### config.mk
export PLATFORM = sky130hd
export DESIGN_NAME = color_compress_stream
export DESIGN_NICKNAME = d
export VERILOG_FILES = /design/src/rtl/color_compress_stream.sv
export SDC_FILE = /design/constraint.sdc
export NUM_CORES = 1
export LEC_CHECK = 0
export CAP_MARGIN = 25
export CORE_MARGIN = 2
export CORE_UTILIZATION = 55
export CTS_CLUSTER_DIAMETER = 120
export DETAILED_ROUTE_END_ITERATION = 8
export PLACE_DENSITY = 0.9
export SETUP_SLACK_MARGIN = 0.2
export SLEW_MARGIN = 20
export SYNTH_ARGS = -nofsm -noshare
export SYNTH_HDL_FRONTEND = slang
export SYNTH_SLANG_ARGS = --single-unit
### constraint.sdc
create_clock -name clk -period 4.7 [get_ports clk]
set_input_delay 0.94 -clock clk [delete_from_list [all_inputs] [get_ports clk]]
set_output_delay 0.94 -clock clk [all_outputs]
set_load 0.05 [all_outputs]
### src/rtl/color_compress_stream.sv
// color_compress_stream: RGB565 -> RGB332 valid/ready stream compressor with
// optional round-to-nearest or 2x2 Bayer dither driven by internal x/y counters.
module color_compress_stream #(
    parameter int H_PIXELS = 240,
    parameter int V_PIXELS = 320,
    parameter int MODE     = 2
) (
    input  logic        clk,
    input  logic        rst_n,
    input  logic        in_valid,
    output logic        in_ready,
    input  logic [15:0] in_color,
    input  logic        in_sof,
    output logic        out_valid,
    input  logic        out_ready,
    output logic [7:0]  out_color,
    output logic        out_sof,
    output logic        sof_mismatch
);
    localparam int XW = H_PIXELS > 1 ? $clog2(H_PIXELS) : 1;
    localparam int YW = V_PIXELS > 1 ? $clog2(V_PIXELS) : 1;
    localparam logic [XW-1:0] XMAX = XW'(H_PIXELS - 1);
    localparam logic [YW-1:0] YMAX = YW'(V_PIXELS - 1);
    logic [XW-1:0] x, px;
    logic [YW-1:0] y, py;
    logic          accept;
    logic [1:0]    d;
    logic [2:0]    or_, og;
    logic [5:0]    rs, bs;
    logic [6:0]    gs;
    logic [2:0]    r3, g3;
    logic [1:0]    b2;
    assign in_ready = !out_valid || out_ready;
    assign accept   = in_valid && in_ready;
    always_comb begin
        px  = in_sof ? '0 : x;
        py  = in_sof ? '0 : y;
        // {py,px}: 00->0, 01->2, 10->3, 11->1
        d   = {px[0] ^ py[0], py[0]};
        or_ = MODE == 1 ? 3'd2 : MODE == 2 ? {1'b0, d} : 3'd0;
        og  = MODE == 1 ? 3'd4 : MODE == 2 ? {d, 1'b0} : 3'd0;
        rs  = {1'b0, in_color[15:11]} + {3'b0, or_};
        gs  = {1'b0, in_color[10:5]} + {4'b0, og};
        bs  = {1'b0, in_color[4:0]} + {3'b0, og};
        r3  = 3'((rs > 6'd31 ? 6'd31 : rs) >> 2);
        g3  = 3'((gs > 7'd63 ? 7'd63 : gs) >> 3);
        b2  = 2'((bs > 6'd31 ? 6'd31 : bs) >> 3);
    end
    always_ff @(posedge clk or negedge rst_n) begin
        if (!rst_n) begin
            out_valid    <= 1'b0;
            out_color    <= 8'h00;
            out_sof      <= 1'b0;
            sof_mismatch <= 1'b0;
            x            <= '0;
            y            <= '0;
        end else begin
            sof_mismatch <= accept && in_sof && (x != '0 || y != '0);
            if (accept) begin
                out_valid <= 1'b1;
                out_color <= {r3, g3, b2};
                out_sof   <= in_sof;
                x         <= px == XMAX ? '0 : px + 1'b1;
                y         <= px == XMAX ? (py == YMAX ? '0 : py + 1'b1) : py;
            end else if (out_ready) begin
                out_valid <= 1'b0;
            end
        end
    end
endmodule

==> results of run 1 <==
-- stage by stage --
stage	instances	hold WS [ps]	area (um2)	power, mW	util [%]
after floorplan	208	475	1850	0.436	-
after global placement	275	461	2150	0.493	65.4
after detailed placement	275	469	2150	0.498	65.4
after CTS	278	501	2170	0.595	66.1
after global routing	278	534	2170	0.628	66.1
final	278	493	2170	0.591	66.1
-- worst max-delay path, stage by stage --
cell	delay, ps
clkdlybuf4s50_1	440
nand2b_1	220
clkdlybuf4s50_1	870
-- cell type report --
cell class	count	area [um2]	share of cell area (%)
flip-flops and latches	28	701	32.3
repair buffers	32	315	14.5
well taps	46	57.6	2.65
inverters	8	30.0	1.38
clock buffers	3	22.5	1.04
multi-input cells	161	1040	48.1
-- kinds of logic after synthesis --
group                    after synthesis  synth area share, %
multiplexers                           7                 4.07
AO/OA/AOI/OAI                         46                 16.6
buffers and inverters                 19                 5.42
XOR/XNOR                               2                0.949
adder cells (fa/ha/maj)                7                 5.15
flip-flops                            28                 38.0
AND/OR/NAND/NOR                       99                 29.8
-- worst min path at each step --
stage	start	end	slack [ps]	depth (start not counted)
2_1_floorplan	x[1]	x[1]	480	2
6_report	out_color[5]	out_color[5]	490	2
3_3_place_gp	out_color[6]	out_color[6]	460	2
5_1_grt	out_color[1]	out_color[1]	530	2
3_5_place_dp	out_sof	out_sof	470	2
4_1_cts	out_color[5]	out_color[5]	500	2
-- report_power, final --
group | internal [mW] | switching [mW]
registers | 0.268 | 0.0326
logic | 0.0806 | 0.112
clock network | 0.0301 | 0.0663
-- cells in the final DEF (no fill, tap or decap), types with 4 or more instances in the layout --
cell              n
nand2_1          40
dfrtp_1          28
inv_1             8
clkdlybuf4s50_1  30
nor4_1            6
mux2_2            4
nor2b_1           7
and2_1            4
ha_1              6
o21ai_0          10
or3_1             4
a21oi_1           8
nand2b_1          6
nor2_1            9
a31oi_1           7
o211ai_1          5
-- state kept, by name (all words and copies together), names as in the netlist --
name          count
x                 8
out_valid         1
out_color         8
y                 9
sof_mismatch      1
out_sof           1
-- routing by layer --
layer | share of wire [%] | GRT usage (%) | vias up
li1 | - | - | 807
met1 | 45 | 29.5 | 764
met2 | 49 | 37.7 | 52
met3 | 5.1 | 3.11 | 4
met4 | 1.0 | 5.17 | 0
met5 | 0 | 0 | -
==> qor.txt, run 1 <==
GR Overflow Total: 0
Worst vdd ir: 212 uV
Via count: 1627
Leak pwr: 0.943 nW
Row Count: 21
# fillers: 256
Pre-CTS setup slack: 1190 ps
Setup TNS: 0 ps
Crit end category: primary output
Routed Antenna Nets: 0
Layout cells sized above 1: 7.76%
Slew Viols, Final: 0
Number of standard cells after synthesis: 208
Core ar.: 3280 um2
GRT Overall Usage: 22.0%
Final period utilization: 72.7%
Reg-to-reg slack, setup: 2330 ps
Slew at the pin closest to its max-slew limit: 932 ps
Drt total wl: 3750 um
Critical-path maximum fanout: 6
Share of Yosys cell area claimed by the top area cell type: 38.0%
Clock sink total: 28
Syn. warnings: 0
Chip Height: 61.9 um
CTS Hold Bufs: 0
DRC Markers: 0
Skew final: 5.47 ps
# Max-Cap Violations: 0
1st-pass router iterations: 4
CTS tree: built
Fmax: 0.293 GHz
Post-Syn Area: 1850 um2
Worst hold path type: reg -> reg
Net Count, Synth: 236
Inserted Diodes: 0
Top cells by area, synth: dfrtp_1 (38%), nand2_1 (8.1%), ha_1 (4.1%)
Final worst slack: 1280 ps
Status: finished clean
Beginning of the critical path: out_ready
CP required: 3760 ps
Post-synthesis sequential area ratio: 38.0%
Final Wtd Congestion: 0.857
RR Endpoint: y[7]
Routed len/inst: 13.5 um
Nets: 262
Worst-path clk slew: 140 ps
Worst-case clock buffer depth: 2
CP endpoint: in_ready
Unrepaired setup endpoints after global routing: false
Htree depth: 1
Dpl hpwl: 2760 um
Post-synth EDFFs: 0
Element type at the critical path start: primary input
Synth cell types: 51
Vias per cell: 5.85
Most frequent cell after synthesis: nand2_1
Slew HR: 37.7%
Area leader, netlist: dfrtp_1
Number of port buffers: 30
Global-route wire length before repair: 6360 um
Initial drt markers: 123
Largest net degree at the start of global routing: 31
Post_cts resized: 0
Initial core utilization: 56.2%
Final hold viol count: 0
PwrDens: 272 nW/um2
Crit path DAT: 2480 ps
CTS buffer count: 3
Post-synth top cells: nand2_1 (40), dfrtp_1 (28), o21ai_0 (10)
Clock latency on the worst-skew pair: 320 ps
Fin crit period: 3420 ps
#FFs+latches synth: 28
Vias in the first global route: 1440
Cells on worst reg2reg path: 6
Synth Flop Type: dfrtp_1
Initial antenna violation count: 0
CTS root buf: clkbuf_4
Async set or reset register ratio after synthesis: 100%
Chip width: 61.9 um
Post-CTS Setup Inserts: 0
Setup-failing EPs final: 0
FF-to-FF Start: x[0]
Area Overhead vs Synth: 17.6%
Syn_area_per_cell: 8.87 um2
Die Footprint: 3830 um2
Crit Path Class: in -> out
IO Count: 33
Power figures use the tool's default switching activity.
==> run 2, diff against run 1 <==
Settings changed: CORE_UTILIZATION 55 to 47, PLACE_DENSITY 0.9 to 0.82.
Clock period 4.7 ns to 2.8 ns, I/O delays scaled along.
==> run 2 against run 1 <==
Global-route usage is 1.4 points lower. Worst setup slack worse by 700 ps. Die area is 16% higher. Flip-flop and latch count stayed put. Largest cell class unchanged. Largest power group unchanged. Highest routed layer unchanged. Sequential power is 69% higher. Combinational power is 72% higher.
==> qor.txt, run 2 (synthesis gave the netlist of run 1 again) <==
CTS tree: built
Slew at the pin closest to its max-slew limit: 498 ps
Min-delay src: out_color[4]
Hold endpoint: out_color[4]
Fmax: 0.451 GHz
CTS buffer count: 3
Worst hold path type: reg -> reg
Clock sink total: 28
Chip Height: 66.7 um
Setup TNS: 0 ps
Dpl hpwl: 3060 um
Biggest regs: y (9), out_color (8), x (8)
Layout cells sized above 1: 13.8%
Vias per cell: 5.64
GR Overflow Total: 0
Core ar.: 3720 um2
Cells on worst reg2reg path: 6
RR Endpoint: y[7]
Initial antenna violation count: 0
Fin crit period: 2220 ps
Multi-input logic area: 1040 um2
Inserted Diodes: 0
Crit end category: flop
Min-Delay Path Depth: 2
Area Overhead vs Synth: 26.1%
Die Footprint: 4440 um2
Commonest non-fill, non-tap cell in the layout: nand2_1
Element type at the critical path start: flop
Critical-path maximum fanout: 6
Total power: 1.16 mW
Worst-path clk slew: 90 ps
CTS Hold Bufs: 0
Most frequent cells in the layout: nand2_1 (40), clkdlybuf4s50_1 (28), dfrtp_1 (28), buf_4 (17), o21ai_0 (10)
Crit Path Class: reg -> reg
GRT Overall Usage: 20.6%
Largest net degree at the start of global routing: 29
Slew HR: 66.7%
Max reg flops: 9
Via count: 1664
# Max-Cap Violations: 0
Initial drt markers: 67
Setup-failing EPs final: 0
Initial core utilization: 49.7%
Unrepaired setup endpoints after global routing: false
IO Count: 33
Global-route wire length before repair: 7190 um
Chip width: 66.7 um
1st-pass router iterations: 4
FF-to-FF Start: x[0]
Nets: 276
FF+latch area: 701 um2
PwrDens: 497 nW/um2
Crit path DAT: 2420 ps
Leak pwr: 1.04 nW
CP required: 3000 ps
Post-CTS Setup Inserts: 0
Reg-to-reg slack, setup: 580 ps
Final Wtd Congestion: 0.899
Routed Antenna Nets: 0
Worst vdd ir: 386 uV
Clock latency on the worst-skew pair: 280 ps
CTS root buf: clkbuf_8
Beginning of the critical path: x[0]
Post_cts resized: 0
Final instance count without filler cells: 295
Number of port buffers: 30
Row Count: 22
Status: finished clean
# fillers: 327
Vias in the first global route: 1622
Final core occ: 62.6%
Htree depth: 1
Drt total wl: 4130 um
Final hold viol count: 0
Final period utilization: 79.1%
Most flops, register: y
Slew Viols, Final: 0
Skew final: 3.42 ps
Worst-case clock buffer depth: 2
Routed len/inst: 14.0 um
DRC Markers: 0
Placed cells: 291
-- run 2: worst max-delay path: stages (launching register included) --
cell      delay, ps
dfrtp_1         460
nor2b_1         170
ha_1            200
nand3_2         130
or4b_4          580
or4b_1          500
o211ai_1        100
-- run 2: worst max-delay path by stage --
stage | to | cells after the start | slack [ps]
4_1_cts | y[7] | 7 | 270
3_3_place_gp | y[7] | 7 | 4
6_report | y[7] | 6 | 580
5_1_grt | y[7] | 6 | 440
3_5_place_dp | y[7] | 7 | -30
2_1_floorplan | y[7] | 8 | 230
-- run 2: stage by stage --
step           hold WS, ps  area [um2]  worst slack (ps)
2_1_floorplan          264        1850               231
3_3_place_gp           459        2250              3.93
3_5_place_dp           467        2250             -28.5
4_1_cts                490        2320               270
5_1_grt                526        2330               438
6_report               482        2330               585
-- run 2: power by group --
group	internal [mW]	total [mW]	switching, mW
sequential	0.450	0.509	0.0585
clock	0.191	0.317	0.125
combinational	0.142	0.331	0.188
total	0.784	1.16	0.372
-- run 2: per-layer routing --
metal  GRT usage (%)  vias to the layer above  routed length, um
met5               0                        -                  0
met4            4.08                        0                 33
met3            3.72                        4                182
met2            33.4                       37               1930
met1            28.9                      790               1980
li1                -                      833                  -
-- run 2: final cells by class --
| class | count | share of cell area [%] |
|---|---|---|
| Timing Repair Buffer | 46 | 18.1 |
| Sequential cell | 28 | 30.1 |
| Clock buffer | 3 | 1.77 |
| Tap cell | 48 | 2.58 |
| Inverter | 8 | 1.29 |
| Multi-Input combinational cell | 161 | 44.9 |
| Clock inverter | 1 | 1.29 |
